===== src/rtl/uart_block_tx.sv =====
// Block transmitter: buffers BLOCK_LEN bytes, then sends them 8N1 (LSB first)
// followed by one checksum byte holding the modular sum of the block.
module uart_block_tx #(
    parameter int unsigned N_DATA_BITS = 8,
    parameter int unsigned BLOCK_LEN   = 16,
    parameter int unsigned OVERSAMPLE  = 13
) (
    input  logic                   i_clk,
    input  logic                   i_reset,
    input  logic                   i_en,
    input  logic                   i_wr_valid,
    input  logic [N_DATA_BITS-1:0] i_wr_data,
    output logic                   o_wr_ready,
    input  logic                   i_start,
    output logic                   o_busy,
    output logic                   o_done,
    output logic [N_DATA_BITS-1:0] o_checksum,
    output logic                   o_uart_tx
);

    localparam int unsigned PTR_W  = $clog2(BLOCK_LEN) + 1;
    localparam int unsigned ADDR_W = PTR_W - 1;
    localparam int unsigned CNT_W  = (OVERSAMPLE > 1) ? $clog2(OVERSAMPLE) : 1;
    localparam int unsigned BIT_W  = (N_DATA_BITS > 1) ? $clog2(N_DATA_BITS) : 1;

    localparam logic [PTR_W-1:0] LAST_PTR  = PTR_W'(BLOCK_LEN - 1);
    localparam logic [PTR_W-1:0] CSUM_IDX  = PTR_W'(BLOCK_LEN);
    localparam logic [CNT_W-1:0] LAST_TICK = CNT_W'(OVERSAMPLE - 1);
    localparam logic [BIT_W-1:0] LAST_BIT  = BIT_W'(N_DATA_BITS - 1);

    typedef enum logic [2:0] {
        S_FILL,
        S_ARMED,
        S_WAIT,
        S_START,
        S_DATA,
        S_STOP,
        S_DONE
    } state_t;

    state_t                 state_q, state_d;
    logic [PTR_W-1:0]       ptr_q, ptr_d;
    logic [PTR_W-1:0]       byte_idx_q, byte_idx_d;
    logic [CNT_W-1:0]       tick_q, tick_d;
    logic [BIT_W-1:0]       bit_q, bit_d;
    logic                   tx_q, tx_d;
    logic                   busy_q, busy_d;
    logic                   done_q, done_d;
    logic                   rdy_q, rdy_d;
    logic [N_DATA_BITS-1:0] csum_q, csum_d;

    logic [N_DATA_BITS-1:0] mem [BLOCK_LEN];

    logic                   wr_fire;
    logic                   bit_end;
    logic [BIT_W-1:0]       bit_nx;
    logic [N_DATA_BITS-1:0] cur_byte;

    // Write acceptance, end-of-bit tick, and the byte currently on the line
    always_comb begin
        wr_fire  = i_wr_valid && rdy_q;
        bit_end  = i_en && (tick_q == LAST_TICK);
        bit_nx   = bit_q + BIT_W'(1);
        cur_byte = (byte_idx_q == CSUM_IDX) ? csum_q : mem[byte_idx_q[ADDR_W-1:0]];
    end

    // Next-state and registered-output logic
    always_comb begin
        state_d    = state_q;
        ptr_d      = ptr_q;
        byte_idx_d = byte_idx_q;
        tick_d     = tick_q;
        bit_d      = bit_q;
        tx_d       = tx_q;
        busy_d     = busy_q;
        done_d     = 1'b0;
        rdy_d      = rdy_q;
        csum_d     = csum_q;

        // First write of a block restarts the sum so the previous one stays visible until then
        if (wr_fire) begin
            ptr_d  = ptr_q + PTR_W'(1);
            csum_d = (ptr_q == '0) ? i_wr_data : csum_q + i_wr_data;
        end

        if ((state_q == S_START || state_q == S_DATA || state_q == S_STOP) && i_en) begin
            tick_d = bit_end ? '0 : tick_q + CNT_W'(1);
        end

        unique case (state_q)
            S_FILL: begin
                if (wr_fire && ptr_q == LAST_PTR) begin
                    state_d = S_ARMED;
                    rdy_d   = 1'b0;
                end
            end
            S_ARMED: begin
                if (i_start) begin
                    state_d    = S_WAIT;
                    busy_d     = 1'b1;
                    byte_idx_d = '0;
                end
            end
            S_WAIT: begin
                if (i_en) begin
                    state_d = S_START;
                    tx_d    = 1'b0;
                    tick_d  = '0;
                end
            end
            S_START: begin
                if (bit_end) begin
                    state_d = S_DATA;
                    bit_d   = '0;
                    tx_d    = cur_byte[0];
                end
            end
            S_DATA: begin
                if (bit_end) begin
                    if (bit_q == LAST_BIT) begin
                        state_d = S_STOP;
                        tx_d    = 1'b1;
                    end else begin
                        bit_d = bit_nx;
                        tx_d  = cur_byte[bit_nx];
                    end
                end
            end
            S_STOP: begin
                if (bit_end) begin
                    if (byte_idx_q != CSUM_IDX) begin
                        state_d    = S_START;
                        byte_idx_d = byte_idx_q + PTR_W'(1);
                        tx_d       = 1'b0;
                    end else begin
                        state_d = S_DONE;
                        busy_d  = 1'b0;
                        done_d  = 1'b1;
                        ptr_d   = '0;
                    end
                end
            end
            S_DONE: begin
                state_d = S_FILL;
                rdy_d   = 1'b1;
            end
            default: begin
                state_d = S_FILL;
            end
        endcase
    end

    // State and output registers with synchronous active-low reset
    always_ff @(posedge i_clk) begin
        if (!i_reset) begin
            state_q    <= S_FILL;
            ptr_q      <= '0;
            byte_idx_q <= '0;
            tick_q     <= '0;
            bit_q      <= '0;
            tx_q       <= 1'b1;
            busy_q     <= 1'b0;
            done_q     <= 1'b0;
            rdy_q      <= 1'b1;
            csum_q     <= '0;
        end else begin
            state_q    <= state_d;
            ptr_q      <= ptr_d;
            byte_idx_q <= byte_idx_d;
            tick_q     <= tick_d;
            bit_q      <= bit_d;
            tx_q       <= tx_d;
            busy_q     <= busy_d;
            done_q     <= done_d;
            rdy_q      <= rdy_d;
            csum_q     <= csum_d;
        end
    end

    // Block buffer; contents need no reset
    always_ff @(posedge i_clk) begin
        if (wr_fire) begin
            mem[ptr_q[ADDR_W-1:0]] <= i_wr_data;
        end
    end

    assign o_uart_tx  = tx_q;
    assign o_wr_ready = rdy_q;
    assign o_busy     = busy_q;
    assign o_done     = done_q;
    assign o_checksum = csum_q;

endmodule


===== config.mk =====
export PLATFORM = sky130hd
export DESIGN_NAME = uart_block_tx
export DESIGN_NICKNAME = d
export VERILOG_FILES = /design/src/rtl/uart_block_tx.sv
export SDC_FILE = /design/constraint.sdc
export NUM_CORES = 1
export LEC_CHECK = 0
export CAP_MARGIN = 20
export CORE_ASPECT_RATIO = 0.7
export CORE_MARGIN = 3
export CORE_UTILIZATION = 65
export DETAILED_ROUTE_END_ITERATION = 12
export DONT_BUFFER_PORTS = 1
export GPL_TIMING_DRIVEN = 1
export PLACE_DENSITY = 0.81
export SLEW_MARGIN = 20
export SYNTH_ARGS = -nofsm -noshare
export SYNTH_HDL_FRONTEND = slang
export SYNTH_SLANG_ARGS = --single-unit

===== constraint.sdc =====
create_clock -name i_clk -period 5.56 [get_ports i_clk]
set_clock_uncertainty 0.15 [all_clocks]
set_input_delay 0.556 -clock i_clk [delete_from_list [all_inputs] [get_ports i_clk]]
set_output_delay 0.556 -clock i_clk [all_outputs]
set_load 0.02 [all_outputs]

# After elaboration in Yosys (flattened, before gate mapping)
# Memory sizes are Yosys's and may differ from the RTL's. A register that Yosys moved wholly into a read port is not among the register bits.
# Index checks and enable logic that the tools add are counted.
# Widths: inputs -> output; s select.
# word_totals
inputBits	13
regBits	32
n_memories	1
mem_bits_rw	128
out_inout_bits	12
word_cells	104
# mem_list
name	words	width	rd	rd_ports_with_merged_regs	wr	line_no	rtl
mem	16	8	1	1	1	52	logic [N_DATA_BITS-1:0] mem [BLOCK_LEN];
# op_classes
magnitude_cmp	1
addsub	5
n_eq_ne	21
mux	47
reduce_logical	19
# ops
op	count
$mux 5	7
$mux 3	11
$mux 4	6
$pmux 3 s6	1
$mux 8	2
$ne 2x2->1 const B	8
$mux 1	14
$eq 3x3->1 const B	4
$reduce_and 4->1	3
$add 5x1->5 const B	2
$pmux 5 s2	1
$add 8x8->8	1
$reduce_and 7->1	1
$eq 3x2->1 const B	2
$pmux 3 s2	1
$reduce_and 6->1	1
$reduce_bool 2->1	3
$eq 5x4->1 const B	1
$eq 5x5->1 const B	1
$logic_not 5->1	1
$ne 5x5->1 const B	1
$add 4x1->4 const B	1
$eq 4x4->1 const B	1
$logic_and 1x1->1	4
12 further kinds	15

# Longest topological paths before layout
# logic_depth
depth_word	7
ltp_mapped	10
depth_no_buf	10

# Worst setup path after synthesis
# Ideal clock, no wire load.
# synth_path
path_type	register -> register
startpoint	register (tool-made name)
endpoint	register tx_q, in the netlist o_uart_tx
period_less_slack_ps	2572
path_stages_with_launch	8
arrival_time_ps	2302
setup_ps	120
path_buffers	1
slack_ps	2988
t_required_ps	5290
path_cell_list	dfxtp_1 > buf_6 > mux4_2 > mux4_2 > mux2_4 > nor4b_2 > a311oi_1 > a211o_1
# synth_rtl
item	line_no	rtl
end signal, assigned	172	tx_q <= tx_d;
end, declared	46	logic tx_q, tx_d;

==> summary.md <==
| Metric | Value |
|---|---|
| Grt total ovfl | `0` |
| Core region area | `0.0106 sq mm` |
| Post-Syn Area | `0.00722 sq mm` |
| Switching Power | `0.679 mW` |
| VDD IR max | `300 uV` |
| FF+latch count, synth | `164` |
| R2R setup slack | `2.03 ns` |
| Die H | `94.2 um` |
| Syn Area/Cell | `14.5 sq um` |
| Arr. time, crit path | `3.69 ns` |
| Startpoint Class | `register` |
| Hold crit path type | `in -> reg` |
| Switch share | `24.7%` |
| Clock Latency Late Sink | `0.43 ns` |
| Syn Inst Count | `498` |
| Synth async-reset ratio | `0%` |
| F_max | `283 MHz` |
| GRT Util Overall | `26.8%` |
| IO Pins | `25` |
| Vias per cell | `6.65` |
| CP Class | `reg -> reg` |
| EDFF count, synth | `128` |
| Syn Nets | `530` |
| Overall power | `2.75 mW` |
| GPL Wtd Cong | `0.867` |
| Layout cell share with drive strength beyond 1 | `14.1%` |
| Clock group share of total power | `40.5%` |
| Final Hold Fails | `0` |
| Status | `complete, no violations` |
| Count of final setup violators | `0` |
| Drt pass-1 iters | `5` |
| Initial Util | `68.1%` |
| Min Tclk post-route | `3.53 ns` |
| Max Slew Vio Count | `0` |
| Vias in the first global route | `4252` |
| Final setup TNS | `0 ns` |
| Final WL | `15.8 mm` |
| Final net count | `531` |
| Max Cap Viol | `0` |
| Die Width | `132 um` |
| FP Rows | `31` |
| Antenna violation net count after detailed routing | `0` |
| CTS tree | `built` |
| PostCTS Resize Cnt | `0` |
| Post-route insts no fill | `661` |
| CTS clk-pin slew, worst paths | `0.07 ns` |
| Period utilisation layout | `63.5%` |
| Util after Layout | `74.7%` |
| Clock Root Buffer | `clkbuf_16` |
| Predominant post-synthesis flop cell | `edfxtp_1` |
| CTS HTree Levels | `4` |
| Register area share after synthesis | `63.3%` |
| Crit Path Max Fanout | `17` |
| CTS sink cnt | `164` |
| I/O Buffers | `0` |
| Unique masters post-synth | `53` |
| Worst-Margin Slew | `1.08 ns` |
| Postcts setup bufs | `0` |
| First-pass GRT wire length | `24.6 mm` |
| Unrepaired setup endpoints after global routing | `no` |
| Initial antenna violation count | `0` |
| Clk buf depth | `2` |
| Final routed DRC violation total | `0` |
| Via count | `4398` |
| Sequential Power Share | `51.6%` |
| Yosys Warn Count | `0` |
| Slew HR | `28.0%` |
| Leakage Power | `2.63 nW` |
| Largest net degree at the start of global routing | `30` |
| P&R area growth vs syn | `9.69%` |
| Hold Buf Count CTS | `0` |
| Comb pwr share | `7.9%` |
| Fill count | `648` |
| DIE AREA | `0.0124 sq mm` |
| Cell total after placement | `628` |
| Worst EP required | `5.72 ns` |
| CTS buffer count | `17` |
| Power per Cell Area | `348 mW/mm^2` |
| P_int | `2.07 mW` |
| Critical path endpoint category | `register` |
| Avg WL per Cell | `23.9 um` |
| 1st-iter DRT viols | `515` |
| Post-DP HPWL | `10.3 mm` |
[synthesized netlist by cell type, drive strengths merged, types with 5 or more instances]
library cell / count / area share (%)
a21oi: 17 / 1.2
buf: 8 / 0.71
clkbuf: 18 / 0.94
dfxtp: 36 / 10
edfxtp: 128 / 53
ha: 18 / 3.1
inv: 17 / 0.88
mux2i: 14 / 1.9
mux4: 33 / 11
nand2: 37 / 1.9
nand3: 9 / 0.62
nand3b: 5 / 0.52
nor2: 34 / 1.8
nor2b: 11 / 0.95
nor3: 10 / 0.69
o211a: 5 / 0.69
o211ai: 5 / 0.52
o21ai: 18 / 1.2
[sequential cells by signal (all words and copies together), names as in the netlist, named ones only]
signal and flops:
mem 128, o_checksum 8, byte_idx_q 5, ptr_q 5, bit_q 3, state_q 3
o_busy 1, o_done 1, o_uart_tx 1, o_wr_ready 1
[cell usage in the layout, fill, tap and decap left out, drive strengths merged, types with 3 or more instances in the layout]
master,instances
xnor2,3
nand3,9
edfxtp,128
clkbuf,19
nand3b,5
o211ai,5
buf,8
and2,4
a211oi,4
o21ai,18
a21boi,4
mux2i,14
nor4,3
nor4b,3
nor2b,11
mux2,4
inv,20
clkinv,5
ha,18
nor3,10
nand2,37
nand2b,4
dfxtp,36
a21o,4
a2111oi,3
o311ai,4
xor2,4
nand4,4
a31oi,3
nor2,34
a21oi,17
mux4,33
clkinvlp,4
o211a,5
[layer usage]
layer  GRT usage, %  part of all wire (%)
met1           39.6                    45
met2           40.1                    45
met3           8.51                   9.2
met4           5.16                  0.88
met5              0                     0
[layout make-up]
cell class,count,area [sq um],area share (%)
repair buffers,8,60.1,0.759
well taps,148,185,2.34
clock inverters,13,126,1.60
multi-input cells,291,2480,31.3
clock buffers,19,433,5.47
diodes,1,2.50,0.0316
inverters,17,63.8,0.806
flip-flops and latches,164,4560,57.7
[cell families after synthesis]
logic type	Yosys count	share of synthesized area [%]
AOI/OAI and AO/OA	82	7.65
buffers and inverters	43	2.53
and+or+nand+nor	132	9.09
DFF	164	63.3
muxes	51	13.2
xor gates and xnor gates	7	0.850
adders and majority gates	19	3.40
[power by group through the flow]
stage | logic, mW | clock network (mW) | registers, mW
final | 0.218 | 1.11 | 1.42
after global routing | 0.240 | 1.17 | 1.42
after CTS | 0.214 | 1.12 | 1.42
after detailed placement | 0.213 | 0 | 1.44
after global placement | 0.200 | 0 | 1.44
after floorplan | 0.181 | 0 | 1.42
[per-stage QoR]
step | cell area (sq um) | setup slack, ns | hold WS, ns
6_report | 7920 | 2.03 | 0.0707
5_1_grt | 7910 | 1.82 | 0.0466
2_1_floorplan | 7220 | 2.99 | 0.314
4_1_cts | 7910 | 2.04 | 0.0593
3_5_place_dp | 7350 | 2.11 | 0.358
3_3_place_gp | 7350 | 2.18 | 0.329
[path summary, 6_finish.rpt]
check	start	to	cells past startpoint
worst max-delay path	register	o_uart_tx	7
worst min-delay path	i_wr_data[0]	mem[7][0]	0
worst max register to register	register	o_uart_tx	7
worst min register to register	register	register	2
[critical path, cell delays in order (launching register included)]
cell and delay (ns):
dfxtp_1 0.93, buf_4 0.39, mux4_2 0.52, mux4_2 0.49
mux2_4 0.29, nor4b_2 0.24, a311oi_1 0.08, a211o_1 0.33
No activity file was read; power rests on OpenSTA's default activity.
